File: src/rtl/rr_arb_mux_pkg.sv
// Shared constants and helpers for the rr_arb_mux round-robin arbitrating mux.
// Optional packet locking is enabled with the RR_ARB_MUX_PKT_LOCK_EN macro.
package rr_arb_mux_pkg;

  localparam int unsigned DEF_BUS_COUNT = 4;
  localparam int unsigned DEF_BUS_WIDTH = 4;

  function automatic int unsigned clog2(input int unsigned value);
    int unsigned result;
    result = 0;
    while ((32'd1 << result) < value) begin
      result++;
    end
    return result;
  endfunction

  // Width of a binary channel index for the default channel count.
  localparam int unsigned DEF_IDX_W = clog2(DEF_BUS_COUNT);

endpackage

File: src/rtl/rr_arb_mux_if.sv
// Valid/ready bundle between the input channels, rr_arb_mux and its consumer.
// The slave modport is the mux side; the master modport drives channels and out_ready.
interface rr_arb_mux_if
  import rr_arb_mux_pkg::*;
#(
  parameter int unsigned bus_count = DEF_BUS_COUNT,
  parameter int unsigned bus_width = DEF_BUS_WIDTH
);

  logic [bus_count*bus_width-1:0] in_data;
  logic [bus_count-1:0]           in_valid;
  logic [bus_count-1:0]           in_last;
  logic [bus_count-1:0]           in_ready;
  logic [bus_width-1:0]           out_data;
  logic                           out_valid;
  logic                           out_last;
  logic [bus_count-1:0]           out_grant;
  logic                           out_ready;

  modport master (
    output in_data, in_valid, in_last, out_ready,
    input  in_ready, out_data, out_valid, out_last, out_grant
  );

  modport slave (
    input  in_data, in_valid, in_last, out_ready,
    output in_ready, out_data, out_valid, out_last, out_grant
  );

endinterface

File: src/rtl/rr_arb_mux_arbiter.sv
// Round-robin arbiter: one-hot priority pointer and circular first-one search.
// With RR_ARB_MUX_PKT_LOCK_EN defined, the grant is held until a last beat is accepted.
module rr_arbiter
  import rr_arb_mux_pkg::*;
#(
  parameter int unsigned bus_count = DEF_BUS_COUNT
) (
  input  logic                 clk,
  input  logic                 rst_n,
  input  logic [bus_count-1:0] req,
  input  logic [bus_count-1:0] last,
  input  logic                 advance,
  output logic [bus_count-1:0] gnt
);

  logic [bus_count-1:0]   ptr_q, ptr_d;
  logic [bus_count-1:0]   elig;
  logic [bus_count-1:0]   gnt_rot;
  logic [2*bus_count-1:0] dbl_req;
  logic [2*bus_count-1:0] dbl_gnt;

  // Subtracting the pointer from the doubled request clears every request below
  // it; the lowest surviving bit is the first requester at or above the pointer.
  always_comb begin
    dbl_req = {elig, elig};
    dbl_gnt = dbl_req & ~(dbl_req - {{bus_count{1'b0}}, ptr_q});
    gnt     = dbl_gnt[bus_count-1:0] | dbl_gnt[2*bus_count-1:bus_count];
    gnt_rot = {gnt[bus_count-2:0], gnt[bus_count-1]};
  end

`ifdef RR_ARB_MUX_PKT_LOCK_EN
  logic                 locked_q, locked_d;
  logic [bus_count-1:0] owner_q, owner_d;
  logic                 win_last;

  assign elig = locked_q ? (req & owner_q) : req;

  // NOTE: every always_comb output gets a default first so no path infers a latch.
  always_comb begin
    locked_d = locked_q;
    owner_d  = owner_q;
    ptr_d    = ptr_q;
    win_last = |(last & gnt);
    if (advance) begin
      if (win_last) begin
        locked_d = 1'b0;
        ptr_d    = gnt_rot;
      end else begin
        locked_d = 1'b1;
        owner_d  = gnt;
      end
    end
  end

  // NOTE: state flops use non-blocking assignments so every flop samples pre-edge values.
  always_ff @(posedge clk or negedge rst_n) begin
    if (!rst_n) begin
      ptr_q    <= {{(bus_count-1){1'b0}}, 1'b1};
      locked_q <= 1'b0;
      owner_q  <= '0;
    end else begin
      ptr_q    <= ptr_d;
      locked_q <= locked_d;
      owner_q  <= owner_d;
    end
  end
`else
  logic unused_last;

  assign elig        = req;
  assign unused_last = ^last;

  always_comb begin
    ptr_d = ptr_q;
    if (advance) begin
      ptr_d = gnt_rot;
    end
  end

  always_ff @(posedge clk or negedge rst_n) begin
    if (!rst_n) begin
      ptr_q <= {{(bus_count-1){1'b0}}, 1'b1};
    end else begin
      ptr_q <= ptr_d;
    end
  end
`endif

endmodule

File: src/rtl/rr_arb_mux.sv
// Registered round-robin arbitrating mux merging bus_count valid/ready streams into one.
// Packet locking in the arbiter is enabled by defining RR_ARB_MUX_PKT_LOCK_EN.
module rr_arb_mux
  import rr_arb_mux_pkg::*;
#(
  parameter int unsigned bus_count = DEF_BUS_COUNT,
  parameter int unsigned bus_width = DEF_BUS_WIDTH
) (
  input logic         clk,
  input logic         rst_n,
  rr_arb_mux_if.slave bus
);

  logic                 load;
  logic                 advance;
  logic [bus_count-1:0] gnt;
  logic [bus_width-1:0] sel_data;

  logic                 valid_q, valid_d;
  logic                 last_q, last_d;
  logic [bus_width-1:0] data_q, data_d;
  logic [bus_count-1:0] grant_q, grant_d;

  // The register may reload whenever it is empty or being drained this cycle.
  assign load         = !valid_q || bus.out_ready;
  assign advance      = load && (|gnt);
  assign bus.in_ready = load ? gnt : '0;

  rr_arbiter #(
    .bus_count (bus_count)
  ) u_arbiter (
    .clk     (clk),
    .rst_n   (rst_n),
    .req     (bus.in_valid),
    .last    (bus.in_last),
    .advance (advance),
    .gnt     (gnt)
  );

  always_comb begin
    sel_data = '0;
    for (int i = 0; i < int'(bus_count); i++) begin
      sel_data = sel_data | (bus.in_data[bus_width*i +: bus_width] & {bus_width{gnt[i]}});
    end
  end

  always_comb begin
    valid_d = valid_q;
    last_d  = last_q;
    data_d  = data_q;
    grant_d = grant_q;
    if (advance) begin
      valid_d = 1'b1;
      last_d  = |(bus.in_last & gnt);
      data_d  = sel_data;
      grant_d = gnt;
    end else if (load) begin
      valid_d = 1'b0;
    end
  end

  always_ff @(posedge clk or negedge rst_n) begin
    if (!rst_n) begin
      valid_q <= 1'b0;
      last_q  <= 1'b0;
      data_q  <= '0;
      grant_q <= '0;
    end else begin
      valid_q <= valid_d;
      last_q  <= last_d;
      data_q  <= data_d;
      grant_q <= grant_d;
    end
  end

  assign bus.out_valid = valid_q;
  assign bus.out_last  = last_q;
  assign bus.out_data  = data_q;
  assign bus.out_grant = grant_q;

endmodule

File: src/flat_wrapper.sv
// flat-port wrapper written by rule: the top's interface ports become plain ports
module rr_arb_mux_flat import rr_arb_mux_pkg::*;
#(
  parameter int unsigned bus_count = DEF_BUS_COUNT,
  parameter int unsigned bus_width = DEF_BUS_WIDTH
)
  (clk, rst_n, bus_in_data, bus_in_valid, bus_in_last, bus_out_ready, bus_in_ready, bus_out_data, bus_out_valid, bus_out_last, bus_out_grant);
  rr_arb_mux_if #(.bus_count(bus_count), .bus_width(bus_width)) bus_i ();
  input logic clk;
  input logic rst_n;
  input wire logic [$bits(bus_i.in_data)-1:0] bus_in_data;
  input wire logic [$bits(bus_i.in_valid)-1:0] bus_in_valid;
  input wire logic [$bits(bus_i.in_last)-1:0] bus_in_last;
  input wire logic [$bits(bus_i.out_ready)-1:0] bus_out_ready;
  output wire logic [$bits(bus_i.in_ready)-1:0] bus_in_ready;
  output wire logic [$bits(bus_i.out_data)-1:0] bus_out_data;
  output wire logic [$bits(bus_i.out_valid)-1:0] bus_out_valid;
  output wire logic [$bits(bus_i.out_last)-1:0] bus_out_last;
  output wire logic [$bits(bus_i.out_grant)-1:0] bus_out_grant;
  assign bus_i.in_data = bus_in_data;
  assign bus_i.in_valid = bus_in_valid;
  assign bus_i.in_last = bus_in_last;
  assign bus_i.out_ready = bus_out_ready;
  assign bus_in_ready = bus_i.in_ready;
  assign bus_out_data = bus_i.out_data;
  assign bus_out_valid = bus_i.out_valid;
  assign bus_out_last = bus_i.out_last;
  assign bus_out_grant = bus_i.out_grant;
  rr_arb_mux #(.bus_count(bus_count), .bus_width(bus_width)) u_core (.clk(clk), .rst_n(rst_n), .bus(bus_i));
endmodule
File: config.mk
export PLATFORM = sky130hd
export DESIGN_NAME = rr_arb_mux_flat
export DESIGN_NICKNAME = d
export VERILOG_FILES = /design/src/rtl/rr_arb_mux_pkg.sv /design/src/rtl/rr_arb_mux_if.sv /design/src/rtl/rr_arb_mux_arbiter.sv /design/src/rtl/rr_arb_mux.sv /design/src/flat_wrapper.sv
export SDC_FILE = /design/constraint.sdc
export NUM_CORES = 1
export LEC_CHECK = 0
export ABC_AREA = 1
export ABC_CLOCK_PERIOD_IN_PS = 2100
export BUFFER_PORTS_ARGS = -buffer_cell sky130_fd_sc_hd__buf_2
export CORE_MARGIN = 3
export CORE_UTILIZATION = 35
export CTS_CLUSTER_SIZE = 14
export DETAILED_ROUTE_END_ITERATION = 10
export REMOVE_ABC_BUFFERS = 1
export SETUP_SLACK_MARGIN = 0.5
export SLEW_MARGIN = 20
export SYNTH_ARGS = -nofsm -noshare
export SYNTH_HDL_FRONTEND = slang
export SYNTH_SLANG_ARGS = --single-unit
File: constraint.sdc
create_clock -name clk -period 2.1 [get_ports clk]
set_clock_uncertainty 0.05 [all_clocks]
set_input_delay 0.315 -clock clk [delete_from_list [all_inputs] [get_ports clk]]
set_output_delay 0.315 -clock clk [all_outputs]
set_load 0.05 [all_outputs]
Word-level counts from Yosys, hierarchy flattened. Cells that the tools add are included. Widths: inputs -> output; s select.

Flip-flop bits (word level): 14. Memories kept: 0. Bits in read-only memories: 0. RAM bits: 0. Output and inout port bits: 14. Bits of input ports: 27. Latch bits: 0.

Muxes and demuxes: 3. Reductions and logical operators: 6. Add/sub/neg operators: 1. Div/mod/pow operators: 0. Shift-type cells: 0. Order comparisons: 0. Equality and inequality tests: 0. $mul: 0. Bitwise operators: 11.

Operators by type and width (count): $and 4x4->4 (5); $or 4x4->4 (4); $and 8x8->8 (1); $not 8->8 (1); $reduce_or 4->1 (2); $sub 8x4->8 (1); $mux 4 (1); $mux 1 (2); $reduce_bool 2->1 (1); $logic_and 1x1->1 (1); $logic_not 1->1 (1); $logic_or 1x1->1 (1).

Depth between registers and ports, before layout. Gate-level depths: netlist of the first run.

Depth after elaboration: 8. Gate-level depth with buffers: 16.

Hierarchy. Synthesis of the first run repeated with hierarchy kept, for this count alone.

Cells, all modules: 159. Area, all modules: 1086.0 um2.

By module, submodules not included: rr_arb_mux (times used 1, cells an instance 97, area each 681.9 um2); rr_arbiter (times used 1, cells an instance 62, area each 404.1 um2).

Worst setup path after synthesis of the first run. OpenSTA, ideal clock, no wires.

Path type: register -> output. From: register u_core.u_arbiter.ptr_q[2]. To: output port bus_in_ready[1]. Path buffers: 0. Setup slack: -0.249 ns. Cell stages (with the launch flop): 8. Arrival: 1.984 ns. Path through: dfrtp_1 > inv_1 > ha_1 > a21oi_1 > nand2_2 > nand2_1 > nand3_2 > a21oi_1.

Cells in the longest elaborated chain, start to end: 5.

RTL lines: start: declaration (line rr_arb_mux_arbiter.sv:16) `logic [bus_count-1:0] ptr_q, ptr_d;`; start signal: assignment (line rr_arb_mux_arbiter.sv:82) `ptr_q <= {{(bus_count-1){1'b0}}, 1'b1};`; start signal: assignment (line rr_arb_mux_arbiter.sv:84) `ptr_q <= ptr_d;`; $sub 8x4->8 (line rr_arb_mux_arbiter.sv:26) `dbl_gnt = dbl_req & ~(dbl_req - {{bus_count{1'b0}}, ptr_q});`; $not 8->8 (line rr_arb_mux_arbiter.sv:26); $and 8x8->8 (line rr_arb_mux_arbiter.sv:26); $or 4x4->4 (line rr_arb_mux_arbiter.sv:27) `gnt = dbl_gnt[bus_count-1:0] | dbl_gnt[2*bus_count-1:bus_count];`; $mux 4 (line rr_arb_mux.sv:27) `assign bus.in_ready = load ? gnt : '0;`; end: declaration (line flat_wrapper.sv:15) `output wire logic [$bits(bus_i.in_ready)-1:0] bus_in_ready;`.

Every way passes these cells.

Worst setup path in the final report of the first run.
From: register u_core.u_arbiter.ptr_q[0]. To: output port bus_in_ready[0].

The elaborated chain is that of the path after synthesis.

==> run metrics, run 1 <==
Leakage=just over 0.0009 uW; P&R area growth vs syn=75.1%; die width=~58 um; count of final setup violators=4; RD Place Congestion=between 0.9 and 1; failing checks=negative setup slack; hold path depth=5; commonest non-fill, non-tap cell in the layout=nand2_1; Starting Density=0.376; first-pass GRT wire length=4.54 mm; Worst-Skew Late Latency=270 ps; vias=roughly 1200; RSZ-0062 raised after global routing=true; DRC=0; maximum number of pins on one net before global-route repair=12; die area=about 0.0034 mm^2; Arr. time, crit path=1770 ps; post-layout util=0.658; Mapped Cells=150; CP startpoint kind=flip-flop; clk sinks=11; flops & latches, synth=11; DP Wirelength=2.20 mm; Hold Slack=around 340 ps; PwrDens=1550 mW/mm^2; CTS buffer count=3; CTS root buffer=clkbuf_4; critical path type=flip-flop to primary output; H-tree levels=1; area of the multi-input gates=between 700 and 800 um^2; total track usage=0.169; Layout Nets=251; antenna violations before repair=0; peak supply drop=0.00115 V; Slew @ Worst Pin=836 ps; setup ws final=-39.9 ps; FF/Latch Area=278 um^2; total grt overflow=0; n_diodes=0; core area=roughly 0.0025 mm^2; drt wl/cell=about 12 um; Reg2Reg Depth=16; Hold Fails Final Rpt=0; most frequent cells in the layout=nand2_1, buf_2, buf_4; max_slew headroom=0.440; routed vias/inst=4.75; CTS tree=built; antenna-violating nets left=0; total negative slack=-115 ps; IO Pins=41; max-slew violations=0; site row count=18; period utilisation layout=1.02; max_cap viols=0; Hold WC Path Type=input port to flip-flop; worst-path maximum fanout=3; status=complete, but fails checks; fin crit period=2140 ps; CP endpoint kind=primary output; R2R setup slack=70 ps; Syn Std Cell Area=956 um^2; worst path required time=1740 ps; DRT iter0 DRCs=45; register area share after synthesis=0.289; routed wire length=3.05 mm; Avg Cell Area, Syn=~6.4 um^2; Buffers on Ports=40; Max Clock Freq=467 MHz; clock buffer depth=2; Netlist cell types=21; Reg clk slew, reported paths=approximately 70 ps; ratio of cells with drive above 1 in the final layout=0.571; # fillers=209; vias in the first global route=1147; drt pass-1 iters=4; Synth warnings=0; DIE HEIGHT=58.3 um
-- cells in the mapped netlist (all sizes together) --
master	count	area share
nand3	27	0.16
a21oi	3	0.016
dfstp	1	0.027
nor3	1	0.0052
dfrtp	10	0.26
nor2	9	0.038
clkinv	6	0.024
ha	3	0.039
buf	4	0.035
xnor2	1	0.0092
nand2	61	0.25
o21ai	1	0.017
inv	22	0.089
fa	1	0.021
-- flip-flops by register name (all words and copies together) (netlist names) --
signal / flops
u_core.bus.out_data: 4
u_core.bus.out_grant: 2
u_core.bus.out_last: 1
u_core.bus.out_valid: 1
u_core.u_arbiter.ptr_q: 3
-- report_power, final --
part / switching [uW] / leakage (uW) / internal, uW / total [uW]
combinational: 1260 / 0.000758 / 796 / 2060
clock: 75.6 / 0.0000177 / 70.5 / 146
sequential: 63.6 / 0.000130 / 321 / 385
total: 1400 / 0.000906 / 1190 / 2590
-- what timing repair did --
action                     CTS  global route
pin swaps                   14            29
gates cloned                 1             0
hold endpoints to repair    10             0
setup endpoints to repair   15            15
resized for setup           29            39
setup buffers                6             7
hold buffers                 1             0
-- logic make-up (layout without fill, tap and decap cells) --
kind of cell    after synthesis  count (layout)  share of synthesized area
buf+inv                      32             100                      0.148
xor+xnor                      1               1                    0.00916
flops                        11              11                      0.289
compound gates                4               5                     0.0327
fa+ha+maj                     4               4                     0.0602
simple gates                 98              98                      0.461
-- layout make-up --
type / instances / share of cell area
clock buffers: 3 / 0.0135
clock inverters: 1 / 0.00299
inverters: 28 / 0.0643
multi-input cells: 108 / 0.451
flip-flops and latches: 11 / 0.166
well taps: 30 / 0.0224
repair buffers: 68 / 0.280
-- metal layers --
metal,GRT usage,part of all wire,up-vias
met3,0.0379,0.042,3
li1,-,-,597
met2,0.305,0.52,36
met5,0,0,-
met1,0.205,0.43,546
met4,0.0331,0.0092,0
-- critical path, stage by stage, from the launching register on --
cell and delay, ps:
dfstp_2 550, nand2_2 60, inv_2 60, fa_2 240, inv_2 60, nand2_2 60, nand2_2 50, nand2_2 80
nand2_4 60, nor2_4 130, buf_8 160
-- stage by stage --
step	power, uW	setup slack [ps]	cells	area, um^2
after CTS	2230	-83.7	242	1470
after floorplan	1420	-595	146	922
after global routing	2790	-151	249	1670
after global placement	1800	13.5	230	1260
final	2590	-39.9	249	1670
after detailed placement	1830	-17.1	230	1260
-- final timing paths --
path / startpoint / to
worst max-delay path: u_core.u_arbiter.ptr_q[0] / bus_in_ready[0]
worst min-delay path: bus_in_data[13] / u_core.bus.out_data[1]
worst max register to register: u_core.u_arbiter.ptr_q[2] / u_core.bus.out_data[1]
worst min register to register: u_core.bus.out_grant[3] / u_core.bus.out_grant[3]
max in group asynchronous: rst_n / u_core.u_arbiter.ptr_q[0]
min in group asynchronous: rst_n / u_core.bus.out_grant[2]
(Power assumes the default switching activity.)
==> run 2: changes to the inputs <==
- CORE_ASPECT_RATIO: unset -> 0.75
==> run metrics, run 2 (synthesis results as in run 1) <==
peak supply drop=0.000595 V (-48%); count of final setup violators=4 (unchanged); IO Pins=41 (unchanged); status=complete, but fails checks; DIE HEIGHT=51.3 um (-12%); most frequent cells in the layout=nand2_1, buf_2, buf_4; Starting Density=0.392 (+0.0162); Buf/Inv on CP=2 (-1); H-tree levels=1 (unchanged); n_diodes=0 (unchanged); RSZ-0062 raised after global routing=true; Reg clk slew, reported paths=70 ps (about the same); period utilisation layout=1.03 (+0.0110); Buffers on Ports=40 (unchanged); Slew @ Worst Pin=846 ps (+9.76 ps); Max Clock Freq=462 MHz (-1.1%); Slowest-stage cell, CP=dfrtp_1; routed wire length=3.26 mm (+6.9%); vias=1187 (+0.42%); fin crit period=2160 ps (+23.1 ps); final instance area=0.00164 mm^2 (-1.8%); Placed Area=0.00124 mm^2 (-2.0%); total track usage=0.197 (+0.0273); Hold Slack=355 ps (+15.1 ps); site row count=15 (-3); CTS buffer count=3 (unchanged); Worst-Skew Late Latency=270 ps (about the same); RD Place Congestion=0.775 (-15%); total grt overflow=0 (unchanged); ratio of cells with drive above 1 in the final layout=0.530 (-0.0405); routed vias/inst=4.77 (+0.42%); crit-path leading delay family=simple AND/OR/NAND/NOR gates; Layout Nets=247 (-1.6%); max-slew violations=0 (unchanged); CTS root buffer=clkbuf_4; CTS tree=built; clock buffer depth=2 (unchanged); vias in the first global route=1183 (+3.1%); core area=0.00244 mm^2 (-4.1%); die width=66.3 um (+14%); antenna violations before repair=0 (unchanged); FF/Latch Area=277 um^2 (-0.45%); drt pass-1 iters=4 (unchanged); Hold WC Path Type=input port to flip-flop; # fillers=211 (+0.96%); die area=0.00340 mm^2 (+0.19%); CP endpoint kind=primary output; Leakage=0.000888 uW (-2.0%); critical path type=flip-flop to primary output; max_cap viols=0 (unchanged); slowest stage delay, CP=380 ps (-170 ps); area of the multi-input gates=758 um^2 (+0.33%); worst-path maximum fanout=3 (unchanged); CP startpoint kind=flip-flop; critical-path cell list=inv_1 -> ha_4 -> nor3_1 -> nand3_4 -> a21oi_4 -> buf_6; antenna-violating nets left=0 (unchanged); commonest non-fill, non-tap cell in the layout=nand2_1; DRT iter0 DRCs=69 (+53%); max reg flops=4 (unchanged); post-layout util=0.674 (+0.0160); max_slew headroom=0.434 (-0.00653); failing checks=negative setup slack; setup ws final=-62.9 ps (-23.1 ps); drt wl/cell=13.1 um (+6.9%); Hold Fails Final Rpt=0 (unchanged); P&R area growth vs syn=72.0%; PwrDens=1570 mW/mm^2 (+1.3%); DP Wirelength=2.13 mm (-3.2%); maximum number of pins on one net before global-route repair=12 (unchanged); DRC=0 (unchanged); first-pass GRT wire length=5.17 mm (+14%); clk sinks=11 (unchanged); Arr. time, crit path=1800 ps (+30 ps); worst path required time=1740 ps (about the same)
run 2: tightest hold or removal path, cell delays in order:
cell and delay [ps]:
buf_2 70, nand3_1 80, nand3_2 80, nand2_1 50
nand2_1 50
run 2: worst paths after layout:
| path | cells after the start | from | slack, ps | end |
|---|---|---|---|---|
| min in group asynchronous | 2 | rst_n | 390 | u_core.bus.out_valid |
| worst max-delay path | 6 | u_core.bus.out_grant[2] | -60 | bus_in_ready[3] |
| worst max register to register | 13 | u_core.u_arbiter.ptr_q[1] | 20 | u_core.bus.out_data[1] |
| worst min-delay path | 5 | bus_in_data[12] | 360 | u_core.bus.out_data[0] |
| max in group asynchronous | 2 | rst_n | 1360 | u_core.u_arbiter.ptr_q[0] |
| worst min register to register | 2 | u_core.bus.out_data[2] | 420 | u_core.bus.out_data[2] |
run 2: per-stage QoR:
stage | power (uW) | worst slack (ps) | TNS (ps) | std cells
after floorplan | 1420 | -595 | -4420 | 146
after global placement | 1770 | 31.7 | 0 | 230
after detailed placement | 1790 | 27.8 | 0 | 230
after CTS | 2310 | -51.0 | -143 | 242
after global routing | 2770 | -147 | -1240 | 249
final | 2580 | -62.9 | -207 | 249
run 2: layer usage:
layer	part of all wire	global-route usage
met4	0.021	0.0541
met5	0	0
met3	0.071	0.0462
met2	0.48	0.331
met1	0.43	0.251
run 2: what timing repair did:
item	CTS	global route
setup endpoints to repair	15	15
endpoints found under the hold margin	10	0
cloned	1	0
setup buffers	6	7
gates resized for setup	40	23
pin swaps	16	19
hold buffers	1	0
run 2: layout make-up:
type                    instances  share of cell area
clock buffers                   4              0.0160
inverters                      28              0.0670
multi-input cells             108               0.461
flip-flops and latches         11               0.168
well taps                      34              0.0259
repair buffers                 64               0.262
run 2: power by group:
| part | leakage [uW] | internal (uW) | switching [uW] |
|---|---|---|---|
| logic | 0.000741 | 763 | 1290 |
| registers | 0.000132 | 320 | 62.9 |
| clock network | 0.0000150 | 73.5 | 69.1 |
==> run 3: changes to the inputs <==
- ABC_AREA: 1 -> unset
- ABC_CLOCK_PERIOD_IN_PS: 2100 -> 2750
- clock period: 2.1 -> 2.75 ns (I/O delays scaled with it)
==> run metrics, run 3 <==
status=finished, final reports clean; clock buffer depth=2 (unchanged); DRC=0 (unchanged); count of final setup violators=0 (-4); Critical R2R Launch=u_core.u_arbiter.ptr_q[0]; site row count=14 (-1); vias in the first global route=743 (-37%); RD Place Congestion=0.818 (+5.6%); max reg flops=4 (unchanged); worst-path maximum fanout=2 (-1); CTS tree=built; ratio of cells with drive above 1 in the final layout=0.658 (+0.128); die area=0.00284 mm^2 (-17%); Hold WC Path Type=flip-flop to flip-flop; antenna violations before repair=0 (unchanged); total track usage=0.166 (-0.0309); Buffers on Ports=40 (unchanged); drt pass-1 iters=4 (unchanged); die width=60.5 um (-8.8%); RSZ-0062 raised after global routing=true; first-pass GRT wire length=3.44 mm (-33%); Synth warnings=0 (unchanged); period utilisation layout=0.909; synth top area cells=dfrtp_1, mux2_4, a221o_1; Int Power=812 uW (-30%); Leakage=0.000591 uW (-33%); n_diodes=0 (unchanged); peak supply drop=0.000852 V (+43%); ys async rst share=1.00 (unchanged); Yosys top cell area share=0.321 (+0.0592); IO Pins=41 (unchanged); Slowest-stage cell, CP=dfstp_2; Avg Cell Area, Syn=11.3 um^2 (+77%); antenna-violating nets left=0 (unchanged); logic gate share of total power=0.748 (-0.048); CP endpoint kind=primary output; DP Wirelength=1.59 mm (-25%); Reg clk slew, reported paths=70 ps (about the same); CTS buffer count=3 (unchanged); reg2reg end=u_core.bus.out_data[1]; DIE HEIGHT=46.9 um (-8.6%); max_cap viols=0 (unchanged); max-slew violations=0 (unchanged); Critical Path End=bus_in_ready[2]; DRT iter0 DRCs=14 (-80%); largest area contributor in the netlist=dfrtp_1; Syn Std Cell Area=779 um^2 (-18%); Hold Fails Final Rpt=0 (unchanged); worst path required time=2290 ps (+550 ps); core area=0.00205 mm^2 (-16%); # fillers=176 (-17%); Mapped Cells=69 (-54%); max_slew headroom=0.438 (+0.00446); Post-synth top flop=dfrtp_1; Arr. time, crit path=2040 ps (+240 ps); top post-synthesis cells by count=dfrtp_1, a221o_1, a22o_1, mux2_4; switching share of power=0.499 (-0.0527); maximum number of pins on one net before global-route repair=12 (unchanged); drt wl/cell=15.9 um (+21%); Max Clock Freq=around 400 MHz; most frequent cell after synthesis=dfrtp_1; clk sinks=11 (unchanged); hold path startpoint=u_core.bus.out_grant[3]; routed wire length=2.29 mm (-30%); register area share after synthesis=0.355 (+0.0655); fin crit period=2500 ps; flops & latches, synth=11 (unchanged); CP startpoint kind=flip-flop; Worst-Skew Late Latency=260 ps (about the same); critical-path cell list=nor2b_4 -> fa_2 -> and2b_1 -> o31a_2 -> nor2b_2 -> buf_6; Seq pwr share=0.183 (+0.035); total grt overflow=0 (unchanged); switching power of the nets=808 uW (-43%); Layout Nets=152 (-38%); critical path type=flip-flop to primary output; total negative slack=0 ps (+207 ps); CTS root buffer=clkbuf_4; Hold Slack=437 ps (+82.1 ps); most frequent cells in the layout=buf_2, dfrtp_1, buf_4; Post-synth EDFFs=0 (unchanged); Slew @ Worst Pin=841 ps (-5.30 ps); P&R area growth vs syn=55.1%; R2R setup slack=290 ps (+270 ps); clock share of power=0.068 (+0.013); PwrDens=1340 mW/mm^2 (-15%); vias=759 (-36%); post-layout util=0.590 (-0.0841); commonest non-fill, non-tap cell in the layout=buf_2; slowest stage delay, CP=550 ps (+170 ps); worst setup path start=u_core.u_arbiter.ptr_q[0]; Starting Density=0.380 (-0.0115); Reg2Reg Depth=8 (-5); routed vias/inst=5.27 (+11%); Netlist cell types=30 (+43%); H-tree levels=1 (unchanged)
-- run 3: cell types whose count changed after synthesis, sizes merged, moves of 4 or more --
cell,before,now
a21o,0,4
a221o,0,5
a22o,0,5
clkinv,6,0
inv,22,4
mux2,0,5
nand2,61,1
nand3,27,0
nor2,9,4
nor2b,0,5
-- run 3: per-stage QoR --
step,setup slack [ps],area [um^2],instances,power [uW]
final,249,1210,144,1620
after detailed placement,164,987,130,1270
after CTS,268,1180,143,1580
after floorplan,-162,757,66,1070
after global routing,165,1210,144,1710
after global placement,164,987,130,1260
-- run 3: layout make-up --
class                           count  area, um^2  share of cell area
Clock buffer                        4        26.3              0.0217
Inverter                            4        15.0              0.0124
Timing Repair Buffer               50         307               0.254
Tap cell                           24        30.0              0.0248
Multi-Input combinational cell     51         553               0.458
Sequential cell                    11         278               0.230
-- run 3: power by group through the flow --
stage / Combinational, uW / Sequential [uW] / Clock [uW]
floorplan: 531 / 539 / 0
CTS: 1180 / 295 / 114
global placement: 964 / 297 / 0
detailed placement: 972 / 299 / 0
finish: 1210 / 297 / 111
global route: 1280 / 308 / 117
-- run 3: metal layers --
metal	global-route usage	wire length, um	vias up
met1	0.240	1090	362
met3	0.0220	115	4
met4	0.0519	19	0
met5	0	0	-
met2	0.259	1070	24
li1	-	-	369
-- run 3: cells by family (layout without fill, tap and decap cells) --
family                   after synthesis  in the layout  synth area share
XOR/XNOR                               1              1            0.0112
AO/OA/AOI/OAI                         27             27             0.310
multiplexers                           5              5            0.0963
adder cells (fa/ha/maj)                4              4            0.0738
AND/OR/NAND/NOR                       14             14             0.106
buffers and inverters                  7             58            0.0481
flip-flops                            11             11             0.355
-- run 3: worst min-delay path by stage --
stage,to,slack (ps),depth (start not counted)
global route,u_core.bus.out_data[3],450,3
finish,u_core.bus.out_grant[3],440,1
detailed placement,u_core.u_arbiter.ptr_q[2],250,1
floorplan,u_core.bus.out_data[0],70,0
CTS,u_core.bus.out_grant[3],430,1
global placement,u_core.bus.out_grant[3],250,1
-- run 3: worst max-delay path: cells and delay by family (launching register included) --
kind,cells,cell delay [ps]
compound gates,1,310
fa+ha+maj,1,190
buf+inv,1,190
flops,1,550
simple gates,3,520
-- run 3: repair_timing --
action	in CTS	in global routing
resized for setup	23	5
pin swaps	13	6
endpoints found under the hold margin	10	0
hold buffers	1	0
buffers inserted	8	1
endpoints found under the setup margin	14	14
